File: src/rtl/irq_dispatch.sv
// ---------------------------------------------------------------------------
// irq_dispatch
//
// Core-side consumer of the interrupt controller's queued IRQ code stream.
// Holds one pending 3-bit code and raises eirq when the slot is free. At an
// instruction boundary it redirects the core to a per-level vector and pushes
// {return PC, previous level} onto a small return stack. On return-from-
// interrupt it pops the stack and restores both.
//
// Build option:
//   IRQ_NEST_EN  defined   -> a higher-level code preempts a running handler;
//                             the return stack holds DEPTH entries.
//                undefined -> dispatch only from thread mode (level 0);
//                             the return stack holds a single entry.
//
// Parameters:
//   DEPTH     return-stack entries (1..8)
//   VEC_BASE  word address of the level-1 vector; level n at +((n-1)<<2)
//
// Ports:
//   clk, rst   clock, synchronous active-high reset
//   irq_in     code from controller (nonzero = one-cycle request)
//   eirq       registered; pending slot free, controller may pop next code
//   ie         global interrupt enable
//   step       core at an instruction boundary
//   pc         address of the next instruction
//   reti       one-cycle return-from-interrupt pulse
//   take       one-cycle pulse; core loads vector into PC
//   vector     vector address, valid while take
//   ret_valid  one-cycle pulse; core loads ret_pc into PC
//   ret_pc     restored PC, valid while ret_valid
//   level      current service level (0 = thread mode)
//   lost       sticky; code arrived while the pending slot was full
//   err        sticky; reti arrived with an empty stack
// ---------------------------------------------------------------------------
module irq_dispatch #(
    parameter int unsigned DEPTH    = 4,
    parameter logic [14:0] VEC_BASE = 15'h0010
) (
    input  logic        clk,
    input  logic        rst,
    input  logic [2:0]  irq_in,
    output logic        eirq,
    input  logic        ie,
    input  logic        step,
    input  logic [14:0] pc,
    input  logic        reti,
    output logic        take,
    output logic [14:0] vector,
    output logic        ret_valid,
    output logic [14:0] ret_pc,
    output logic [2:0]  level,
    output logic        lost,
    output logic        err
);

    localparam int unsigned SP_W = $clog2(DEPTH + 1);

`ifdef IRQ_NEST_EN
    localparam int unsigned STK_DEPTH = DEPTH;
`else
    localparam int unsigned STK_DEPTH = 1;
`endif

    typedef enum logic [1:0] {
        S_IDLE,
        S_TAKE,
        S_RET
    } state_t;

    state_t      state_q, state_d;
    logic        pend_v_q, pend_v_d;
    logic [2:0]  pend_code_q, pend_code_d;
    logic        eirq_q, eirq_d;
    logic [14:0] vector_q, vector_d;
    logic [14:0] ret_pc_q, ret_pc_d;
    logic [2:0]  level_q, level_d;
    logic        lost_q, lost_d;
    logic        err_q, err_d;
    logic [SP_W-1:0] sp_q, sp_d;
    logic [14:0] pc_stk_q  [STK_DEPTH];
    logic [14:0] pc_stk_d  [STK_DEPTH];
    logic [2:0]  lvl_stk_q [STK_DEPTH];
    logic [2:0]  lvl_stk_d [STK_DEPTH];

    logic nest_ok;
    logic stk_full;
    logic can_dispatch;

    always_comb begin
        nest_ok = 1'b0;
`ifdef IRQ_NEST_EN
        nest_ok = (pend_code_q > level_q);
`endif
        stk_full     = (sp_q >= SP_W'(STK_DEPTH));
        can_dispatch = pend_v_q && ie && !stk_full &&
                       ((level_q == 3'd0) || nest_ok);
    end

    always_comb begin
        state_d     = S_IDLE;
        pend_v_d    = pend_v_q;
        pend_code_d = pend_code_q;
        vector_d    = vector_q;
        ret_pc_d    = ret_pc_q;
        level_d     = level_q;
        lost_d      = lost_q;
        err_d       = err_q;
        sp_d        = sp_q;
        pc_stk_d    = pc_stk_q;
        lvl_stk_d   = lvl_stk_q;

        // Capture and dispatch are mutually exclusive on pend_v_q, so a
        // code arriving in a dispatch cycle is counted as lost.
        if (irq_in != 3'd0) begin
            if (!pend_v_q) begin
                pend_v_d    = 1'b1;
                pend_code_d = irq_in;
            end else begin
                lost_d = 1'b1;
            end
        end

        // reti has priority; dispatch is only considered from IDLE.
        if (reti) begin
            if (sp_q != '0) begin
                sp_d = sp_q - 1'b1;
                for (int unsigned i = 0; i < STK_DEPTH; i++) begin
                    if (sp_q == SP_W'(i + 1)) begin
                        ret_pc_d = pc_stk_q[i];
                        level_d  = lvl_stk_q[i];
                    end
                end
                state_d = S_RET;
            end else begin
                err_d = 1'b1;
            end
        end else if (state_q == S_IDLE && step && can_dispatch) begin
            for (int unsigned i = 0; i < STK_DEPTH; i++) begin
                if (sp_q == SP_W'(i)) begin
                    pc_stk_d[i]  = pc;
                    lvl_stk_d[i] = level_q;
                end
            end
            sp_d     = sp_q + 1'b1;
            level_d  = pend_code_q;
            pend_v_d = 1'b0;
            vector_d = VEC_BASE + (15'({pend_code_q - 3'd1}) << 2);
            state_d  = S_TAKE;
        end

        eirq_d = ~pend_v_d;
    end

    always_ff @(posedge clk) begin
        if (rst) begin
            state_q     <= S_IDLE;
            pend_v_q    <= 1'b0;
            pend_code_q <= '0;
            eirq_q      <= 1'b0;
            vector_q    <= '0;
            ret_pc_q    <= '0;
            level_q     <= '0;
            lost_q      <= 1'b0;
            err_q       <= 1'b0;
            sp_q        <= '0;
            pc_stk_q    <= '{default: '0};
            lvl_stk_q   <= '{default: '0};
        end else begin
            state_q     <= state_d;
            pend_v_q    <= pend_v_d;
            pend_code_q <= pend_code_d;
            eirq_q      <= eirq_d;
            vector_q    <= vector_d;
            ret_pc_q    <= ret_pc_d;
            level_q     <= level_d;
            lost_q      <= lost_d;
            err_q       <= err_d;
            sp_q        <= sp_d;
            pc_stk_q    <= pc_stk_d;
            lvl_stk_q   <= lvl_stk_d;
        end
    end

    assign eirq      = eirq_q;
    assign take      = (state_q == S_TAKE);
    assign vector    = vector_q;
    assign ret_valid = (state_q == S_RET);
    assign ret_pc    = ret_pc_q;
    assign level     = level_q;
    assign lost      = lost_q;
    assign err       = err_q;

endmodule

File: config.mk
export PLATFORM = sky130hd
export DESIGN_NAME = irq_dispatch
export DESIGN_NICKNAME = d
export VERILOG_FILES = /design/src/rtl/irq_dispatch.sv
export SDC_FILE = /design/constraint.sdc
export NUM_CORES = 1
export LEC_CHECK = 0
export BUFFER_PORTS_ARGS = -buffer_cell sky130_fd_sc_hd__buf_2
export CAP_MARGIN = 20
export CELL_PAD_IN_SITES_DETAIL_PLACEMENT = 0
export CELL_PAD_IN_SITES_GLOBAL_PLACEMENT = 1
export CORE_ASPECT_RATIO = 2
export CORE_MARGIN = 3
export CORE_UTILIZATION = 39
export CTS_CLUSTER_SIZE = 24
export DETAILED_ROUTE_END_ITERATION = 10
export GPL_TIMING_DRIVEN = 0
export PLACE_DENSITY_LB_ADDON = 0.1
export SLEW_MARGIN = 20
export SYNTH_ARGS = -nofsm -noshare
export SYNTH_HDL_FRONTEND = slang
export SYNTH_SLANG_ARGS = --single-unit
File: constraint.sdc
create_clock -name clk -period 5.6 [get_ports clk]
set_clock_uncertainty 0.05 [all_clocks]
set_input_delay 0.28 -clock clk [delete_from_list [all_inputs] [get_ports clk]]
set_output_delay 0.28 -clock clk [all_outputs]
set_load 0.05 [all_outputs]
Yosys cells after proc, flatten, opt, wreduce, memory -nomap -nowiden
Index checks and enable logic that the tools add are counted.
Widths: inputs -> output; s select.
{"block": "classes", "add_sub_neg": 4, "n_mul": 0, "div": 0, "n_lt_le_gt_ge": 1, "eq_ne": 5, "shifts": 0, "n_mux": 13, "bitwise_logic": 4, "reduce_logical": 20}
{"cell": "$mux 3", "n": 7}
{"cell": "$reduce_and 2->1", "n": 5}
{"cell": "$reduce_and 3->1", "n": 3}
{"cell": "$add 5x5->6 const A", "n": 1}
{"cell": "$logic_not 3->1", "n": 2}
{"cell": "$reduce_bool 3->1", "n": 2}
{"cell": "$sub 3x1->3 const B", "n": 2}
{"cell": "$logic_and 1x1->1", "n": 5}
{"cell": "$mux 1", "n": 4}
{"cell": "$mux 2", "n": 2}
{"cell": "$ne 2x1->1 const B", "n": 2}
{"cell": "$not 1->1", "n": 4}
{"cell": "$add 3x1->3 const B", "n": 1}
{"cell": "$eq 3x1->1 const B", "n": 1}
{"cell": "$ge 3x1->1 const B", "n": 1}
{"cell": "$eq 2x1->1 const B", "n": 1}
{"cell": "$eq 2x2->1 const B", "n": 1}
{"cell": "$logic_not 2->1", "n": 1}
{"cell": "$reduce_bool 2->1", "n": 1}
{"cell": "$logic_not 1->1", "n": 1}
{"block": "totals", "reg_bits": 63, "latch_bits": 0, "mem_bits_rw": 0, "mem_bits_ro": 0, "out_inout_bits": 38, "wordCells": 59, "mem_count": 0}

Longest topological paths before layout
Gate-level depths: netlist (run 1).
{"block": "logic_depth", "ltp_word": 8, "mapped_depth": 9, "mapped_depth_nobuf": 6}

Worst setup path before layout (run 1)
Ideal clock, no wire load.
{"block": "synth_path", "path_kind": "reg2reg", "start": "reg sp_q[1]", "end": "reg pc_stk_q[0] (netlist bit)", "setup_ns": 0.072, "t_arrival_ns": 1.655, "required_time_ns": 5.478, "path_slack_ns": 3.823, "stages_incl_launch_ff": 10, "n_path_buf": 3, "path_cell_list": "dfxtp_1 > inv_1 > ha_1 > nor3b_2 > and4_1 > buf_6 > nor2b_4 > buf_6 > buf_12 > mux2i_1"}
{"block": "synth_between", "elab_chain_len": 6, "elab_cells_between_ends": 7, "cone_classes": "order compare: 1; reduce/logical: 6"}
{"element": "start, declared", "line": "80", "text": "logic [SP_W-1:0] sp_q, sp_d;"}
{"element": "start signal, assigned", "line": "179", "text": "sp_q <= sp_d;"}
{"element": "$ge 3x1->1", "line": "95", "text": "stk_full = (sp_q >= SP_W'(STK_DEPTH));"}
{"element": "$logic_not 1->1", "line": "96", "text": "can_dispatch = pend_v_q && ie && !stk_full &&"}
{"element": "$logic_and 1x1->1 (2 in a row)", "line": "96"}
{"element": "$logic_and 1x1->1", "line": "138", "text": "end else if (state_q == S_IDLE && step && can_dispatch) begin"}
{"element": "$reduce_and 3->1 (no line) *"}
{"element": "end signal, assigned", "line": "180", "text": "pc_stk_q <= pc_stk_d;"}
{"element": "end, declared", "line": "81", "text": "logic [14:0] pc_stk_q [STK_DEPTH];"}
Every way passes the cells marked *; elsewhere a longest branch is shown, timed or not.
A chain may end at the register's enable or synchronous reset.

Worst setup path after layout (run 1)
{"block": "layout_path", "start": "reg sp_q[1]", "end": "reg pc_stk_q[2] (netlist bit)"}
The elaborated chain is that of the path after synthesis.

==> results.yml, run 1 <==
route:
  viasPerCell: 4.735
  drtPass1Iterations: 4
  drt_iter0_drc: 37
  wl_mm: 4.908
  routedWlPerCell_um: 12.88
  num_vias: 1804
  ant_nets: 0
  drt_drc_violations_left: 0
logic_synthesis:
  synthCells: 254
  ys_ff_latch: 52
  yosys-top-cells-area: "dfxtp_1 46%, nand2b_1 9.3%, mux2i_1 7.9%"
  synth_ff_type: "dfxtp_1"
  synth_top_area_share_pct: 45.74
  yosysMostFrequentCell: "dfxtp_1"
  synth_edf_count: 0
  seq_area_frac_synth_pct: 45.74
  avgSynthCellArea_um2: 8.960
  synth_area_leader_cell: "dfxtp_1"
  synthesis.area_um2: 2276
  synth-async-reset-ratio_pct: 0
  yosysWarnings: 0
  synth_common_cells: "52 x dfxtp_1, 34 x nand2_1, 34 x nand2b_1"
  ys_types: 35
worst_setup_path:
  r2r_start: "sp_q[1]$_SDFFE_PP0P_"
  slowest_stage: "dfxtp_1"
  reg2reg_depth: 9
  crit_arrival_ns: 2.23
  path_delay_family: "buffers and inverters"
  worstSetupEndpointType: "flop"
  worst-path-buf-inv: 4
  r2r_end: "pc_stk_q[2]$_SDFFE_PP0P_"
  crit_path_frequent_cell: "buf_6"
  critPathRequiredTime_ns: 5.79
  path_max_fanout: 10
  startpoint_type: "flop"
  slowest_delay_ns: 0.41
  crit_chain: "inv_1 -> ha_1 -> nor3b_2 -> and4_1 -> buf_6 -> nor2b_4 -> buf_6 -> buf_12 -> mux2i_1"
  r2r_slack_ns: 3.56
  crit_type: "reg -> reg"
timing:
  slew_violations: 0
  hold_violations: 0
  worstMarginPinSlew_ns: 0.6921
  fmax_mhz: 489.3
  tns_ns: 0
  whs_ns: 0.1735
  period_needed_ns: 2.044
  setup_viol: 0
  relSlewSlack_pct: 53.86
  rsz0062_at_grt: "no"
  fin_crit_sh_pct: 36.49
grt:
  grt_pass1_vias: 1736
  grt_use_total_pct: 15.55
  antenna_found_initial: 0
  grt.overflow.total: 0
  grt_max_degree: 16
  grt_pass1_wl_mm: 8.031
run:
  cap_viol_max_count: 0
pwr:
  peakVddDrop_uv: 224.9
  p_leak_nw: 1.138
  power_density_nw_per_um2: 299.6
clocking:
  hold_buffers: 0
  clock-sinks: 52
  cts_root_buf: "clkbuf_8"
  ctsHtreeMaxLevel: 2
  clk_latency_ns: 0.31
  cts_setup_buffers: 0
  cts_resized: 0
  numCtsBuffers: 5
  cts.path.max_buffers: 2
  clkTransAtPathRegs_ns: 0.09
  cts_tree: "built"
placement:
  portBuffers: 49
  place_congestion: 0.6903
  dp_hpwl_mm: 3.722
  place_area_um2: 2634
finish:
  final_cell_area_um2: 2726
  final_nets: 348
  final_util_pct: 49.43
  fillers: 557
  num_antenna_cells: 0
  area_growth_pct: 19.79
  final_layout_size_suffix_gt1_share_pct: 23.68
worst_hold_path:
  worstHoldPathCells: 3
  hp-class: "in -> reg"
  hp-start: "pc[3]"
  hold_end: "pc_stk_q[3]$_SDFFE_PP0P_"
floorplanning:
  core_um2: 5515
  start_util_pct: 41.27
  fp.dieH_um: 114.0
  rows: 38
  die_area_um2: 6844
  die_w_um: 60.02
  io_pins: 61
outcome:
  status: "finished clean"
==> layout by cell type, fill, tap and decap left out, types with 2 or more instances in the layout <==
| master | n |
|---|---|
| nor3b_1 | 3 |
| buf_6 | 2 |
| and4_1 | 2 |
| nand2_1 | 34 |
| dfxtp_1 | 52 |
| a211oi_1 | 5 |
| a21oi_1 | 20 |
| clkinv_2 | 2 |
| nor3_1 | 2 |
| o21ai_0 | 7 |
| inv_1 | 9 |
| ha_1 | 5 |
| clkbuf_1 | 9 |
| nand2b_1 | 34 |
| nor2_1 | 16 |
| buf_2 | 50 |
| buf_4 | 11 |
| a31oi_1 | 2 |
| nor2b_1 | 4 |
| mux2i_1 | 18 |
| conb_1 | 11 |
| buf_1 | 2 |
| clkbuf_8 | 6 |
| o41ai_1 | 2 |
==> routing by layer <==
layer	vias to the layer above	track usage (%)	wire, um
met5	-	0	0
met4	0	6.953	119
met3	8	3.511	270
met2	46	27.75	2677
met1	807	16.55	1840
li1	943	-	-
==> kinds of logic after synthesis <==
group                      synth area share (%)
muxes                                     8.411
xor gates and xnor gates                 0.3849
AOI/OAI and AO/OA                         9.291
buffers and inverters                     9.016
adders and majority gates                 2.749
DFF                                       45.74
other                                    0.1648
and+or+nand+nor                           24.24
==> final cells by class <==
class / instances / area, um^2 / area share (%)
timing repair buffer: 49 / 245.2 / 8.995
clock inverter: 2 / 10.01 / 0.3671
tap: 60 / 75.07 / 2.754
inverter: 9 / 33.78 / 1.239
clock buffer: 6 / 82.58 / 3.029
buffer: 26 / 171.4 / 6.287
sequential: 52 / 1041 / 38.18
multi-input combinational: 177 / 1067 / 39.15
==> sequential cells by signal, summed over array words and instances, names as in the netlist <==
name and cells:
pc_stk_q 15, ret_pc 15, vector 4, level 3, lvl_stk_q 3, pend_code_q 3
sp_q 3, state_q 2, eirq 1, err 1, lost 1, pend_v_q 1
==> per-stage QoR <==
| step | setup slack [ns] | cells | power, mW |
|---|---|---|---|
| floorplan | 3.823 | 264 | 0.5595 |
| global placement | 3.562 | 373 | 0.6036 |
| detailed placement | 3.566 | 373 | 0.6049 |
| CTS | 3.541 | 381 | 0.8269 |
| global route | 3.419 | 381 | 0.8614 |
| finish | 3.556 | 381 | 0.8168 |
==> where the power goes <==
| part | internal (mW) | total [mW] | leakage (nW) | switching, mW |
|---|---|---|---|---|
| logic | 0.0675 | 0.185 | 0.666 | 0.118 |
| clock network | 0.0989 | 0.222 | 0.0510 | 0.123 |
| registers | 0.390 | 0.410 | 0.421 | 0.0199 |
| total | 0.556 | 0.817 | 1.14 | 0.260 |
==> worst max-delay path by stage <==
stage / from / endpoint / slack [ns] / cells past startpoint
6_report: sp_q[1]$_SDFFE_PP0P_ / pc_stk_q[2]$_SDFFE_PP0P_ / 3.56 / 9
5_1_grt: sp_q[1]$_SDFFE_PP0P_ / pc_stk_q[14]$_SDFFE_PP0P_ / 3.42 / 9
4_1_cts: sp_q[1]$_SDFFE_PP0P_ / pc_stk_q[2]$_SDFFE_PP0P_ / 3.54 / 9
3_5_place_dp: sp_q[1]$_SDFFE_PP0P_ / pc_stk_q[14]$_SDFFE_PP0P_ / 3.57 / 9
3_3_place_gp: sp_q[1]$_SDFFE_PP0P_ / pc_stk_q[2]$_SDFFE_PP0P_ / 3.56 / 9
2_1_floorplan: sp_q[1]$_SDFFE_PP0P_ / pc_stk_q[0]$_SDFFE_PP0P_ / 3.82 / 9
==> worst register-to-register path: cells and delay by family (launching register included) <==
kind | cells | cell delay (ns)
muxes | 1 | 0.18
DFF | 1 | 0.41
and+or+nand+nor | 3 | 0.53
adders and majority gates | 1 | 0.23
buffers and inverters | 4 | 0.56
Note: power is estimated with default switching activity, not from simulation.
==> run 2: changes to the inputs <==
ABC_AREA = 1   (was not set)
CORE_UTILIZATION = 37   (was 39)
clock period = 2 ns   (was 5.6 ns; I/O delays follow)
==> run 2 against run 1 <==
Register-to-register slack worse by 3.4 ns. Synthesized cell count is 21% higher. Cell count is 18% higher. Global-route usage is 1.0 points higher. Via count is 12% higher. Sequential power grew to 2.9 times the previous value.
==> results.yml, run 2 <==
outcome:
  status: "finished clean"
timing:
  relSlewSlack_pct: 64.69
  rsz0062_at_grt: "no"
  slew_violations: 0
  tns_ns: 0
  fmax_mhz: 552.8
  fin_crit_sh_pct: 90.45
  setup_viol: 0
  period_needed_ns: 1.809
  worstMarginPinSlew_ns: 0.5297
  hold_violations: 0
  whs_ns: 0.01514
floorplanning:
  die_w_um: 61.38
  fp.dieH_um: 116.8
  io_pins: 61
  core_um2: 5807
  rows: 39
  start_util_pct: 39.09
  die_area_um2: 7167
worst_setup_path:
  crit_type: "reg -> reg"
  slowest_delay_ns: 0.43
  r2r_slack_ns: 0.19
  crit_arrival_ns: 1.92
  crit_chain: "inv_1 -> ha_1 -> inv_1 -> o21ai_2 -> nor2_2 -> clkbuf_1 -> a21oi_1"
  r2r_start: "sp_q[0]$_SDFFE_PP0P_"
  r2r_end: "ret_pc[7]$_SDFFE_PP0P_"
  startpoint_type: "flop"
  crit_path_frequent_cell: "inv_1"
  path_max_fanout: 10
  slowest_stage: "clkbuf_1"
  critPathRequiredTime_ns: 2.11
  reg2reg_depth: 7
  worstSetupEndpointType: "flop"
logic_synthesis:
  synth-async-reset-ratio_pct: 0
  synth_area_leader_cell: "dfxtp_1"
  synth_common_cells: "60 x nand2_1, 56 x nor2_1, 52 x dfxtp_1"
  synth_top_area_share_pct: 45.87
  avgSynthCellArea_um2: 7.369
  ys_ff_latch: 52
  synth_ff_type: "dfxtp_1"
  ys_types: 26
  seq_area_frac_synth_pct: 45.87
  yosysWarnings: 0
  synthCells: 308
  yosys-top-cells-area: "dfxtp_1 46%, nand2_1 9.9%, nor2_1 9.3%"
  synth_edf_count: 0
  synthesis.area_um2: 2270
  yosysMostFrequentCell: "nand2_1"
finish:
  layout_common_cells: "60 x nand2_1, 56 x nor2_1, 52 x buf_2, 51 x dfxtp_1, 34 x inv_1"
  num_antenna_cells: 0
  final_common_cell: "nand2_1"
  area_growth_pct: 28.78
  final_nets: 416
  final_layout_size_suffix_gt1_share_pct: 21.85
  multi_input_area_um2: 970.9
  fillers: 623
  register_area_um2: 1042
  final_util_pct: 50.33
  final_cell_area_um2: 2923
pwr:
  p_leak_nw: 1.546
  clkPwrFrac_pct: 29.0
  power.switching_mw: 1.057
  p_int_mw: 1.934
  peakVddDrop_uv: 575.4
  pwr-share-comb_pct: 30.8
  seqPwrFrac_pct: 40.2
  p_sw_share_pct: 35.35
  power_density_nw_per_um2: 1023
clocking:
  cts_tree: "built"
  cts_root_buf: "clkbuf_16"
  cts_setup_buffers: 0
  clock-sinks: 52
  cts.path.max_buffers: 2
  ctsHtreeMaxLevel: 2
  numCtsBuffers: 5
  clkTransAtPathRegs_ns: 0.07
  clk_latency_ns: 0.29
route:
  drt_drc_violations_left: 0
  wl_mm: 5.305
  routedWlPerCell_um: 11.79
  viasPerCell: 4.480
  ant_nets: 0
  num_vias: 2016
  drt_iter0_drc: 61
  drtPass1Iterations: 4
placement:
  place_area_um2: 2629
  place_congestion: 0.8397
  dp_hpwl_mm: 3.998
  portBuffers: 49
worst_hold_path:
  worstHoldPathCells: 3
  hp-class: "in -> reg"
  hp-start: "pc[3]"
  hold_end: "pc_stk_q[3]$_SDFFE_PP0P_"
grt:
  met3_usage_pct: 2.544
  antenna_found_initial: 0
  grtUsageMet1_pct: 17.73
  grt_max_degree: 16
  met2_usage_pct: 30.55
  grt_use_total_pct: 16.59
  grt_pass1_vias: 1956
  busiest_layer: "met2"
  grt.overflow.total: 0
  grt_pass1_wl_mm: 8.797
run:
  cap_viol_max_count: 0
run 2: changes by cell type after synthesis, moves of 5 or more:
cell | previous run | this run
inv_1 | 9 | 34
o21ai_0 | 7 | 16
nor2_1 | 16 | 56
o21ai_1 | 0 | 5
nand3_1 | 1 | 10
a211oi_1 | 5 | 0
nand2_1 | 34 | 60
nand2b_1 | 34 | 0
mux2i_1 | 18 | 0
a21oi_1 | 20 | 27
run 2: per-stage QoR:
| stage | setup WS (ns) | cells | power, mW |
|---|---|---|---|
| 6_report | 0.1910 | 450 | 2.991 |
| 5_1_grt | 0.03136 | 450 | 3.186 |
| 4_1_cts | 0.1617 | 450 | 3.027 |
| 3_5_place_dp | 0.1649 | 428 | 2.133 |
| 3_3_place_gp | 0.1682 | 428 | 2.129 |
| 2_1_floorplan | 0.4801 | 318 | 1.939 |
run 2: worst max-delay path: cells and delay by family, from the launching register on:
kind	cells	cell delay, ns
buffers and inverters	3	0.63
DFF	1	0.39
AOI/OAI and AO/OA	2	0.24
adders and majority gates	1	0.21
and+or+nand+nor	1	0.15
run 2: worst max-delay path by stage:
stage / start / end / slack, ns / depth (start not counted)
finish: sp_q[0]$_SDFFE_PP0P_ / ret_pc[7]$_SDFFE_PP0P_ / 0.19 / 7
global route: sp_q[0]$_SDFFE_PP0P_ / ret_pc[4]$_SDFFE_PP0P_ / 0.03 / 7
CTS: sp_q[0]$_SDFFE_PP0P_ / ret_pc[7]$_SDFFE_PP0P_ / 0.16 / 7
detailed placement: sp_q[0]$_SDFFE_PP0P_ / ret_pc[7]$_SDFFE_PP0P_ / 0.16 / 7
global placement: sp_q[1]$_SDFFE_PP0P_ / vector[2]$_SDFFE_PP0P_ / 0.17 / 9
floorplan: sp_q[1]$_SDFFE_PP0P_ / level[0]$_SDFFE_PP0P_ / 0.48 / 9
run 2: logic make-up (layout without fill, tap and decap cells):
group                      after synthesis  count (layout)  synth area share, %
xor gates and xnor gates                 4               4                1.544
buffers and inverters                   60             131                13.01
AOI/OAI and AO/OA                       49              49                10.97
and+or+nand+nor                        137             137                25.69
adders and majority gates                5               5                2.756
other                                    1              11               0.1652
DFF                                     52              52                45.87
run 2: cell type report:
cell class,instances,area share (%)
flip-flops and latches,52,35.66
multi-input cells,206,33.22
repair buffers,63,13.18
plain buffers,25,5.694
clock buffers,7,4.880
inverters,35,4.495
well taps,61,2.611
clock inverters,1,0.2568
run 2: metal layers:
layer	part of all wire, %	vias up
met3	3.8	12
li1	-	1085
met1	38	868
met4	2.8	0
met2	55	51
met5	0	-
run 2: repair_timing:
item,CTS,global route
setup endpoints to repair,0,3
resized for setup,0,2
endpoints found under the hold margin,14,0
hold buffers,14,0
run 2: power by group through the flow:
stage / logic [mW] / registers [mW] / clock network [mW]
2_1_floorplan: 0.559 / 1.38 / 0
3_3_place_gp: 0.906 / 1.22 / 0
3_5_place_dp: 0.909 / 1.22 / 0
4_1_cts: 0.933 / 1.20 / 0.893
5_1_grt: 1.04 / 1.21 / 0.932
6_report: 0.920 / 1.20 / 0.868
==> run 3: changes to the inputs <==
CORE_MARGIN = not set   (was 3)
==> run 3 against run 2 <==
The run now ends with design-rule violations left. Worst hold slack better by 0.020 ns. Global-route usage is 0.92 points higher. Total power is 1.5% lower. Critical endpoint is now level[2]$_SDFFE_PP0P_.
==> results.yml, run 3 (synthesis gave the netlist of run 2 again) <==
outcome:
  status: "finished, violations left"
  violations: "design-rule violations"
finish:
  final_util_pct: 49.10
  num_antenna_cells: 0
  fillers: 624
  layout_common_cells: "60 x nand2_1, 56 x nor2_1, 53 x buf_2, 52 x dfxtp_1, 34 x inv_1"
  final_layout_size_suffix_gt1_share_pct: 21.79
  final_nets: 418
  final_common_cell: "nand2_1"
  area_growth_pct: 28.83
worst_setup_path:
  crit_arrival_ns: 1.88
  worstSetupEndpointType: "flop"
  r2r_end: "level[2]$_SDFFE_PP0P_"
  r2r_slack_ns: 0.25
  reg2reg_depth: 9
  critical_path.startpoint: "sp_q[1]$_SDFFE_PP0P_"
  path_max_fanout: 10
  r2r_start: "sp_q[1]$_SDFFE_PP0P_"
  crit_type: "reg -> reg"
  critical_path.endpoint: "level[2]$_SDFFE_PP0P_"
  startpoint_type: "flop"
  critPathRequiredTime_ns: 2.13
pwr:
  peakVddDrop_uv: 725.0
  power_density_nw_per_um2: 1007
  p_leak_nw: 1.553
floorplanning:
  start_util_pct: 38.11
  die_w_um: 57.38
  rows: 40
  die_area_um2: 6470
  core_um2: 5956
  fp.dieH_um: 112.8
  io_pins: 61
placement:
  portBuffers: 49
  dp_hpwl_mm: 3.868
  place_congestion: 0.7697
route:
  drtPass1Iterations: 8
  ant_nets: 0
  routedWlPerCell_um: 11.57
  viasPerCell: 4.461
  drt_iter0_drc: 68
  drt_drc_violations_left: 5
  wl_mm: 5.240
  num_vias: 2021
timing:
  fmax_mhz: 571.4
  tns_ns: 0
  slew_violations: 0
  relSlewSlack_pct: 65.37
  rsz0062_at_grt: "no"
  fin_crit_sh_pct: 87.50
  worstMarginPinSlew_ns: 0.5194
  period_needed_ns: 1.750
  setup_viol: 0
  hold_violations: 0
grt:
  grt_pass1_vias: 1865
  grt.overflow.total: 0
  grt_max_degree: 15
  grt_use_total_pct: 17.51
  antenna_found_initial: 0
  grt_pass1_wl_mm: 8.549
clocking:
  cts_tree: "built"
  clkTransAtPathRegs_ns: 0.06
  clock-sinks: 52
  numCtsBuffers: 5
  cts_root_buf: "clkbuf_16"
  cts.path.max_buffers: 2
  ctsHtreeMaxLevel: 2
  clk_latency_ns: 0.29
worst_hold_path:
  hp-start: "irq_in[0]"
  hp-class: "in -> reg"
run:
  cap_viol_max_count: 0
run 3: worst min path at each step:
stage | end | depth (start not counted)
floorplan | pc_stk_q[3]$_SDFFE_PP0P_ | 2
global placement | pc_stk_q[11]$_SDFFE_PP0P_ | 3
detailed placement | pc_stk_q[12]$_SDFFE_PP0P_ | 3
CTS | pend_code_q[0]$_SDFFE_PP0P_ | 3
global route | pend_code_q[0]$_SDFFE_PP0P_ | 3
finish | pend_code_q[0]$_SDFFE_PP0P_ | 3
run 3: power by group:
part / internal (mW) / switching [mW]
combinational: 0.294 / 0.636
sequential: 1.14 / 0.0573
clock: 0.455 / 0.360
total: 1.89 / 1.05
run 3: routing by layer:
metal / share of wire (%) / track usage (%)
met4: 3.5 / 9.919
met5: 0 / 0
met2: 55 / 31.94
met3: 3.3 / 2.743
met1: 39 / 18.27
run 3: per-stage QoR:
step           hold WS [ns]  total power [mW]  setup slack, ns  std cells  cell area [um^2]
2_1_floorplan        0.1849             1.939           0.4801        318              2307
3_3_place_gp         0.2703             2.128           0.1727        430              2631
3_5_place_dp         0.2782             2.134           0.1820        430              2631
4_1_cts             0.03439             2.979           0.1735        452              2915
5_1_grt             0.04646             3.128          0.02697        453              2924
6_report            0.03554             2.945           0.2500        453              2924
run 3: what timing repair did:
action | CTS | global route
hold buffers | 15 | 0
setup buffers | 0 | 1
gates resized for setup | 0 | 2
setup endpoints to repair | 0 | 6
hold endpoints to repair | 15 | 0
run 3: cell type report:
cell class	count	area, um^2	share of cell area (%)
Clock inverter	1	5.005	0.1712
Timing Repair Buffer	65	402.9	13.78
Clock buffer	6	128.9	4.407
Buffer	25	165.2	5.648
Multi-Input combinational cell	206	970.9	33.21
Inverter	35	131.4	4.493
Tap cell	63	78.83	2.696
Sequential cell	52	1041	35.60
run 3: worst max-delay path: stages, from the launching register on:
cell and delay, ns:
dfxtp_1 0.38, inv_1 0.11, ha_1 0.22, nor2_1 0.13, nand2_1 0.10, nor2_4 0.15, nand2_2 0.10, buf_2 0.21
a21oi_1 0.15, nor2_1 0.06
